==> src/rtl/skullfet_pkg.sv <==
// Shared types and constants for the skullfet cell exerciser.
//   state_e       : sweep FSM states
//   NUM_VECTORS   : number of stimulus vectors per sweep (2-bit index)
//   ch_idx_w()    : width of a channel index, never less than 1
package skullfet_pkg;

  typedef enum logic [1:0] {
    ST_IDLE   = 2'd0,
    ST_DRIVE  = 2'd1,
    ST_SAMPLE = 2'd2,
    ST_DONE   = 2'd3
  } state_e;

  localparam int unsigned NUM_VECTORS = 4;
  localparam int unsigned VEC_W       = 2;

  function automatic int unsigned ch_idx_w(input int unsigned n);
    return (n <= 2) ? 1 : $clog2(n);
  endfunction

endpackage

==> src/rtl/skullfet_sync2.sv <==
// Two-flop synchroniser for the asynchronous pad responses.
//   clk, rst : clock and asynchronous active-high reset
//   d        : asynchronous input bus
//   q        : synchronised output bus (two cycles of latency)
module skullfet_sync2 #(
  parameter int unsigned WIDTH = 1
) (
  input  logic             clk,
  input  logic             rst,
  input  logic [WIDTH-1:0] d,
  output logic [WIDTH-1:0] q
);

  logic [WIDTH-1:0] meta;

  always_ff @(posedge clk or posedge rst) begin
    if (rst) begin
      meta <= '0;
      q    <= '0;
    end else begin
      meta <= d;
      q    <= meta;
    end
  end

endmodule

==> src/rtl/skullfet_exerciser.sv <==
// Sweeps all four 2-bit input vectors across skullfet inverter and NAND
// channels, compares the synchronised pad responses with the ideal logic
// function and reports mismatch statistics.
//   wb_clk_i, wb_rst_i : clock, asynchronous active-high reset
//   start_i            : request one sweep (IDLE only)
//   continuous_i       : auto-restart after each sweep (sampled in DONE)
//   stim_o             : cell inputs, inverter A bits then NAND {B,A} pairs
//   resp_i             : cell outputs, inverters then NANDs (asynchronous)
//   busy_o, done_o     : sweep in progress / one-cycle end-of-sweep pulse
//   pass_o             : last completed sweep had no mismatches
//   err_count_o        : saturating mismatch count of current/last sweep
//   first_fail_o       : lowest channel of the first failing sample
//   fail_seen_o        : any mismatch since the sweep started
//   sweep_count_o      : completed sweeps, wrapping
module skullfet_exerciser
  import skullfet_pkg::*;
#(
  parameter int unsigned NUM_INV       = 1,
  parameter int unsigned NUM_NAND      = 1,
  parameter int unsigned SETTLE_CYCLES = 4,
  parameter int unsigned CNT_W         = 16
) (
  input  logic                                         wb_clk_i,
  input  logic                                         wb_rst_i,
  input  logic                                         start_i,
  input  logic                                         continuous_i,
  output logic [NUM_INV+2*NUM_NAND-1:0]                stim_o,
  input  logic [NUM_INV+NUM_NAND-1:0]                  resp_i,
  output logic                                         busy_o,
  output logic                                         done_o,
  output logic                                         pass_o,
  output logic [CNT_W-1:0]                             err_count_o,
  output logic [ch_idx_w(NUM_INV+NUM_NAND)-1:0]        first_fail_o,
  output logic                                         fail_seen_o,
  output logic [CNT_W-1:0]                             sweep_count_o
);

  localparam int unsigned NUM_CH = NUM_INV + NUM_NAND;
  localparam int unsigned STIM_W = NUM_INV + 2 * NUM_NAND;
  localparam int unsigned FF_W   = ch_idx_w(NUM_CH);
  localparam int unsigned SET_W  = $clog2(SETTLE_CYCLES + 1);
  localparam int unsigned POP_W  = $clog2(NUM_CH + 1);
  localparam int unsigned SUM_W  = ((CNT_W > POP_W) ? CNT_W : POP_W) + 1;
  localparam logic [CNT_W-1:0] ERR_MAX = '1;

  state_e              state_q, state_d;
  logic [VEC_W-1:0]    vec_q, vec_d;
  logic [SET_W-1:0]    settle_q;
  logic                settle_done;
  logic                start_sweep;
  logic [STIM_W-1:0]   stim_vec, stim_d;
  logic [NUM_CH-1:0]   resp_sync, resp_exp, mismatch;
  logic [POP_W-1:0]    mm_cnt;
  logic [FF_W-1:0]     mm_low;
  logic                mm_found;
  logic [SUM_W-1:0]    err_sum;
  logic [CNT_W-1:0]    err_next;

  skullfet_sync2 #(.WIDTH(NUM_CH)) u_sync (
    .clk (wb_clk_i),
    .rst (wb_rst_i),
    .d   (resp_i),
    .q   (resp_sync)
  );

  // Next state, next vector and next stimulus
  always_comb begin
    state_d     = state_q;
    vec_d       = vec_q;
    start_sweep = 1'b0;
    stim_d      = stim_o;
    settle_done = (settle_q == SET_W'(SETTLE_CYCLES - 1));
    case (state_q)
      ST_IDLE: begin
        if (start_i) begin
          state_d     = ST_DRIVE;
          start_sweep = 1'b1;
        end
      end
      ST_DRIVE: begin
        if (settle_done) state_d = ST_SAMPLE;
      end
      ST_SAMPLE: begin
        if (vec_q == VEC_W'(NUM_VECTORS - 1)) begin
          state_d = ST_DONE;
        end else begin
          state_d = ST_DRIVE;
          vec_d   = VEC_W'(vec_q + 1'b1);
        end
      end
      ST_DONE: begin
        if (continuous_i) begin
          state_d     = ST_DRIVE;
          start_sweep = 1'b1;
        end else begin
          state_d = ST_IDLE;
        end
      end
      default: state_d = ST_IDLE;
    endcase
    if (start_sweep) vec_d = '0;
    // Stimulus only moves on the edge into DRIVE; parked at 0 otherwise
    if (state_d == ST_DRIVE && state_q != ST_DRIVE) begin
      stim_d = stim_vec;
    end else if (state_d == ST_IDLE || state_d == ST_DONE) begin
      stim_d = '0;
    end
  end

  // Stimulus pattern for the vector about to be driven
  always_comb begin
    stim_vec = '0;
    for (int i = 0; i < NUM_INV; i++) stim_vec[i] = vec_d[0];
    for (int j = 0; j < NUM_NAND; j++) begin
      stim_vec[NUM_INV + 2*j]     = vec_d[0];
      stim_vec[NUM_INV + 2*j + 1] = vec_d[1];
    end
  end

  // Ideal responses for the vector currently held, and mismatch statistics
  always_comb begin
    resp_exp = '0;
    for (int i = 0; i < NUM_INV; i++) resp_exp[i] = ~vec_q[0];
    for (int j = 0; j < NUM_NAND; j++) resp_exp[NUM_INV + j] = ~(vec_q[0] & vec_q[1]);
    mismatch = resp_sync ^ resp_exp;
    mm_cnt   = '0;
    mm_low   = '0;
    mm_found = 1'b0;
    for (int i = 0; i < NUM_CH; i++) begin
      mm_cnt = POP_W'(mm_cnt + POP_W'(mismatch[i]));
      if (mismatch[i] && !mm_found) begin
        mm_low   = FF_W'(i);
        mm_found = 1'b1;
      end
    end
    err_sum  = SUM_W'(err_count_o) + SUM_W'(mm_cnt);
    err_next = (err_sum > SUM_W'(ERR_MAX)) ? ERR_MAX : CNT_W'(err_sum);
  end

  // State register
  always_ff @(posedge wb_clk_i or posedge wb_rst_i) begin
    if (wb_rst_i) state_q <= ST_IDLE;
    else          state_q <= state_d;
  end

  // Datapath and registered outputs
  always_ff @(posedge wb_clk_i or posedge wb_rst_i) begin
    if (wb_rst_i) begin
      vec_q         <= '0;
      settle_q      <= '0;
      stim_o        <= '0;
      busy_o        <= 1'b0;
      done_o        <= 1'b0;
      pass_o        <= 1'b0;
      err_count_o   <= '0;
      first_fail_o  <= '0;
      fail_seen_o   <= 1'b0;
      sweep_count_o <= '0;
    end else begin
      vec_q  <= vec_d;
      stim_o <= stim_d;
      busy_o <= (state_d != ST_IDLE);
      done_o <= (state_d == ST_DONE);
      if (state_q == ST_DRIVE && !settle_done) settle_q <= SET_W'(settle_q + 1'b1);
      else                                     settle_q <= '0;
      if (start_sweep) begin
        err_count_o  <= '0;
        first_fail_o <= '0;
        fail_seen_o  <= 1'b0;
      end else if (state_q == ST_SAMPLE) begin
        err_count_o <= err_next;
        if (mm_found && !fail_seen_o) begin
          first_fail_o <= mm_low;
          fail_seen_o  <= 1'b1;
        end
      end
      if (state_q == ST_SAMPLE && state_d == ST_DONE) begin
        pass_o        <= (err_next == '0);
        sweep_count_o <= CNT_W'(sweep_count_o + 1'b1);
      end
    end
  end

endmodule
==> config.mk <==
export PLATFORM = sky130hd
export DESIGN_NAME = skullfet_exerciser
export DESIGN_NICKNAME = d
export VERILOG_FILES = /design/src/rtl/skullfet_pkg.sv /design/src/rtl/skullfet_sync2.sv /design/src/rtl/skullfet_exerciser.sv
export SDC_FILE = /design/constraint.sdc
export NUM_CORES = 1
export LEC_CHECK = 0
export CORE_AREA = 2 2 99 77
export DETAILED_ROUTE_END_ITERATION = 16
export DIE_AREA = 0 0 101 79
export GPL_ROUTABILITY_DRIVEN = 0
export GPL_TIMING_DRIVEN = 1
export MAX_ROUTING_LAYER = met4
export PLACE_DENSITY_LB_ADDON = 0.08
export SKIP_LAST_GASP = 1
export SYNTH_ARGS = -nofsm -noshare
export SYNTH_HDL_FRONTEND = slang
export SYNTH_SLANG_ARGS = --single-unit
==> constraint.sdc <==
create_clock -name wb_clk_i -period 4.6 [get_ports wb_clk_i]
set_input_delay 0.92 -clock wb_clk_i [delete_from_list [all_inputs] [get_ports wb_clk_i]]
set_output_delay 0.92 -clock wb_clk_i [all_outputs]
set_load 0.01 [all_outputs]
==> run_results.csv, run 1 <==
group,metric,value,unit
synthesis,synth_top_area_cell,"dfrtp_1",
grt,grt_max_degree,51,
finish,multi_input_area,1350,µm²
clocking,cts_setup_buffers,0,
timing,fin_ws,1.48,ns
clocking,clockBufferDepth,2,
synthesis,syn-num-nets,296,
power,p_per_area,383,nW/µm²
finish,antenna_cells,0,
floorplanning,rows,27,
synthesis,synth_enable_flop_cells,0,
grt,grt_pass1_vias,2074,
detailed_routing,first_pass_iters,4,
floorplanning,ios,46,
finish,fill_cells,679,
status,status,"complete, no violations",
floorplanning,die_x,101,µm
synthesis,synth_common_cells,"50 x dfrtp_1, 22 x nand2_1, 22 x nor2_1",
synthesis,netlist_area,2740,µm²
finish,seqCellArea,1250,µm²
finish,layout.nets,336,
floorplanning,dieArea,7980,µm²
timing,fin_tns_setup,0,ns
synthesis,synth.area.top_cells,"dfrtp_1 46%, ha_1 5.9%, xnor2_1 4.2%",
finish,layout-drive-gt1-share,6.62,%
critical_path,path_buf_inv,0,
synthesis,synth-seq-area-share,45.7,%
timing,relSlewSlack,29.7,%
critical_path,cp-start-kind,"flip-flop",
timing,max_freq,320,MHz
critical_path,critical_path_class,"reg -> reg",
timing,rsz0062_at_grt,"false",
timing,report.final.slew_viol_count,0,
floorplanning,die_height,79,µm
critical_path,regToRegSetupSlack,1.48,ns
critical_path,cp.required,4.83,ns
critical_path,cpLargestDelayFamily,"simple AND/OR/NAND/NOR gates",
clocking,cts-buffers-inserted,5,
placement,io_buffer_count,45,
detailed_routing,wire_per_inst,15.4,µm
clocking,clk-insertion-delay-late,0.30,ns
grt,grtUsageTotal,17.3,%
clocking,post_cts_resized,0,
clocking,clk_pin_slew,0.09,ns
synthesis,synthArstFlopShare,100,%
synthesis,avgSynthCellArea,9.91,µm²
critical_path,crit_fanout,10,
clocking,cts_tree,"built",
detailed_routing,drc,0,
detailed_routing,vias,2172,
finish,synthToLayoutAreaGrowth,23.5,%
critical_path,max_stage_delay,0.62,ns
critical_path,critPathArrivalTime,3.35,ns
hold_path,min_path_type,"reg -> reg",
synthesis,postSynthCellCount,276,
detailed_routing,viasPerCell,5.38,
critical_path,crit_path_end_kind,"flip-flop",
synthesis,ys.flop_type,"dfrtp_1",
clocking,clock_sinks,50,
detailed_routing,detail-route-antenna-nets,0,
grt,grt_overflow,0,
clocking,hold_buffers,0,
placement,dpl-instance-area,3240,µm²
synthesis,synth_cell_type_count,50,
timing,min_period,3.12,ns
synthesis,yosysWarnings,0,
detailed_routing,drt-initial-drc-count,131,
clocking,root_buffer,"clkbuf_8",
finish,fin_area,3380,µm²
floorplanning,core_area,7090,µm²
power,peakVddDrop,255,µV
timing,skew,0.00466,ns
critical_path,cp_slowest_cell,"nor4_4",
placement,dp_slack,1.26,ns
timing,finalSetupViolCount,0,
grt,antenna_found_initial,0,
placement,dp.final_hpwl,4340,µm
timing,worstMarginPinSlew,1.05,ns
clocking,htree_levels,2,
synthesis,yosysMostFrequentCell,"dfrtp_1",
power,p_leak,1.45,nW
detailed_routing,routed_wl,6230,µm
flow_run,drv_cap,0,
timing,period_share,67.8,%
synthesis,synth_top_area_share,45.7,%
floorplanning,initial_core_util,38.6,%
synthesis,ys_ff_latch,50,
timing,hold_viol,0,
critical_path,crit_chain,"nand2_1 > xor2_1 > fa_1 > ha_1 > nand3_1 > nor4_4 > nor2_2 > a31o_1 > a21oi_1",
grt,grt_pass1_wl,10700,µm
## cells by family (layout without fill, tap and decap cells)
| group | Yosys count | count (layout) | synth area share (%) |
|---|---|---|---|
| and+or+nand+nor | 106 | 106 | 21.9 |
| xor gates and xnor gates | 19 | 19 | 6.08 |
| AOI/OAI and AO/OA | 55 | 55 | 13.6 |
| muxes | 3 | 3 | 1.14 |
| adders and majority gates | 14 | 14 | 6.68 |
| DFF | 50 | 50 | 45.7 |
| buffers and inverters | 29 | 70 | 4.85 |
## routing by layer
metal  routed length, µm  global-route usage (%)  share of wire [%]  vias up
li1                    -                       -                  -     1077
met1                3270                    26.6                 52     1050
met2                2650                    23.7                 43       43
met3                 284                    3.26                4.6        2
met4                  30                    3.78               0.48        0
met5                   0                       -                  0        -
## stage by stage
stage / power, mW / instances / utilization [%] / hold slack [ns]
final: 1.29 / 404 / 47.6 / 0.360
after floorplan: 0.780 / 276 / - / 0.331
after global routing: 1.38 / 404 / 47.6 / 0.375
after CTS: 1.31 / 404 / 47.6 / 0.361
after global placement: 0.922 / 396 / 45.6 / 0.337
after detailed placement: 0.923 / 396 / 45.6 / 0.339
## layout by cell type (no fill, tap or decap), types with 2 or more instances in the layout
cell type and count:
a21o_1 2, nand2b_1 3, o31ai_1 3, and4_1 6
nor3_2 2, nor4_1 7, ha_1 13, nand3_1 13
mux2i_1 2, a22oi_1 2, xor2_1 6, o21ai_0 5
o41ai_1 2, xnor2_1 13, nor3_1 11, inv_1 14
bufinv_16 2, a211oi_1 9, dfrtp_1 50, clkbuf_8 6
clkdlybuf4s50_1 45, nand4_4 2, nand4_1 5, a21oi_1 15
and3_1 6, o2111ai_1 2, nand2_1 22, buf_4 2
nor2_1 21, o21a_1 3, nor2_2 2, a311oi_1 2
## final timing paths
path / start / to / depth (start not counted)
setup / recovery: vec_q[0] / err_count_o[11] / 9
hold / removal: u_sync.meta[1] / u_sync.q[1] / 0
setup reg to reg: vec_q[0] / err_count_o[11] / 9
hold reg to reg: u_sync.meta[1] / u_sync.q[1] / 0
max in group asynchronous: wb_rst_i / stim_o[1] / 2
min in group asynchronous: wb_rst_i / busy_o / 2
## registers in the layout, indices dropped and copies added (netlist names)
signal	count
first_fail_o	1
err_count_o	16
busy_o	1
vec_q	2
fail_seen_o	1
sweep_count_o	16
u_sync.meta	2
pass_o	1
done_o	1
state_q	2
settle_q	3
stim_o	2
u_sync.q	2
## power by group
part	switching, mW	internal [mW]	total [mW]
combinational	0.203	0.159	0.361
sequential	0.0570	0.492	0.549
clock	0.149	0.232	0.381
## cell type report
type	instances	area share [%]
multi-input combinational	197	40.1
sequential	50	37.0
timing repair buffer	47	13.8
tap	87	3.22
clock buffer	6	2.44
clock inverter	2	1.78
inverter	15	1.67
Power figures use the tool's default switching activity.
==> inputs of run 2 (changes only) <==
clock period = 3.2 ns   (was 4.6 ns; I/O delays follow)
==> run_results.csv, run 2 (synthesis gave the netlist of run 1 again) <==
group,metric,value,unit
placement,dp.final_hpwl,4460,µm
floorplanning,ios,46,
timing,fin_tns_setup,0,ns
flow_run,drv_cap,0,
critical_path,crit_path_end_kind,"flip-flop",
critical_path,critical_path_class,"reg -> reg",
grt,antenna_found_initial,0,
clocking,htree_levels,2,
finish,final_common_cell,"dfrtp_1",
critical_path,max_stage_delay,0.55,ns
placement,io_buffer_count,45,
finish,layout.nets,343,
grt,grtUsageTotal,17.2,%
detailed_routing,first_pass_iters,4,
detailed_routing,wire_per_inst,15.5,µm
power,peakVddDrop,298,µV
detailed_routing,viasPerCell,5.31,
clocking,root_buffer,"clkbuf_8",
detailed_routing,detail-route-antenna-nets,0,
critical_path,cp.required,3.41,ns
timing,period_share,88.5,%
timing,max_freq,353,MHz
timing,rsz0062_at_grt,"false",
floorplanning,rows,27,
clocking,cts-buffers-inserted,5,
status,status,"complete, no violations",
finish,top_regs,"err_count_o x16, sweep_count_o x16, settle_q x3",
detailed_routing,drt-initial-drc-count,79,
timing,worstMarginPinSlew,0.881,ns
hold_path,min_path_type,"reg -> reg",
finish,fill_cells,694,
grt,grt_pass1_vias,2063,
detailed_routing,vias,2177,
floorplanning,dieArea,7980,µm²
grt,grt_pass1_wl,10500,µm
detailed_routing,drc,0,
floorplanning,core_area,7090,µm²
timing,min_period,2.83,ns
finish,synthToLayoutAreaGrowth,24.2,%
critical_path,path_buf_inv,0,
power,p_per_area,521,nW/µm²
clocking,post_cts_resized,0,
finish,layout-drive-gt1-share,8.05,%
floorplanning,die_height,79,µm
critical_path,cp_slowest_cell,"or4_1",
timing,hold_viol,0,
grt,grt_overflow,0,
clocking,clock_sinks,50,
floorplanning,initial_core_util,38.6,%
clocking,hold_buffers,0,
critical_path,crit_chain,"nand2_1 > xor2_1 > fa_1 > ha_1 > nand3_1 > or4_1 > o21ai_1 > a21oi_1 > a211oi_1",
finish,antenna_cells,0,
timing,skew,0.00753,ns
critical_path,r2r_cells,9,
power,p_leak,1.46,nW
clocking,clk_pin_slew,0.09,ns
grt,grt_max_degree,51,
clocking,clockBufferDepth,2,
clocking,cts_tree,"built",
finish,fin_util,47.9,%
hold_path,holdPathStages,0,
timing,report.final.slew_viol_count,0,
clocking,cts_setup_buffers,0,
detailed_routing,routed_wl,6350,µm
timing,relSlewSlack,41.0,%
critical_path,cp.depth,9,
critical_path,critPathArrivalTime,3.05,ns
timing,finalSetupViolCount,0,
finish,most-common-layout-cells,"50 x dfrtp_1, 45 x clkdlybuf4s50_1, 22 x nand2_1, 22 x nor2_1, 15 x a21oi_1",
floorplanning,die_x,101,µm
critical_path,crit_fanout,7,
clocking,clk-insertion-delay-late,0.30,ns
critical_path,cp-start-kind,"flip-flop",
critical_path,cpLargestDelayFamily,"simple AND/OR/NAND/NOR gates",
-- run 2: worst paths after layout --
| kind | startpoint | endpoint | slack [ns] |
|---|---|---|---|
| max | vec_q[0] | err_count_o[6] | 0.37 |
| min | u_sync.meta[0] | u_sync.q[0] | 0.36 |
| max reg2reg | vec_q[0] | err_count_o[6] | 0.37 |
| min reg2reg | u_sync.meta[0] | u_sync.q[0] | 0.36 |
| max in group asynchronous | wb_rst_i | sweep_count_o[5] | 1.93 |
| min in group asynchronous | wb_rst_i | settle_q[1] | 0.84 |
-- run 2: final cells by class --
class                           count  area (µm²)  share of cell area [%]
Clock buffer                        6        82.6                    2.43
Clock inverter                      1        30.0                   0.884
Sequential cell                    50        1250                    36.8
Multi-Input combinational cell    197        1350                    39.8
Inverter                           15        56.3                    1.66
Tap cell                           87         109                    3.20
Timing Repair Buffer               54         518                    15.2
-- run 2: power by group --
group          internal (mW)  switching (mW)
Combinational          0.229           0.293
Sequential             0.708          0.0791
Clock                  0.251           0.213
Total                   1.19           0.584
-- run 2: metrics by stage --
stage	setup slack [ns]	instance area [µm²]	instances	hold slack, ns	total power, mW
4_1_cts	0.368	3400	410	0.358	1.80
3_5_place_dp	0.247	3290	403	0.335	1.33
2_1_floorplan	0.715	2740	276	0.331	1.12
5_1_grt	0.0288	3400	410	0.360	1.91
6_report	0.368	3400	410	0.355	1.77
3_3_place_gp	0.347	3290	403	0.333	1.32
-- run 2: metal layers --
metal / part of all wire (%) / GRT usage (%) / vias to the layer above
met5: 0 / - / -
met4: 1.3 / 5.27 / 0
met3: 4.0 / 2.99 / 7
met2: 40 / 23.1 / 53
met1: 54 / 26.3 / 1031
li1: - / - / 1086
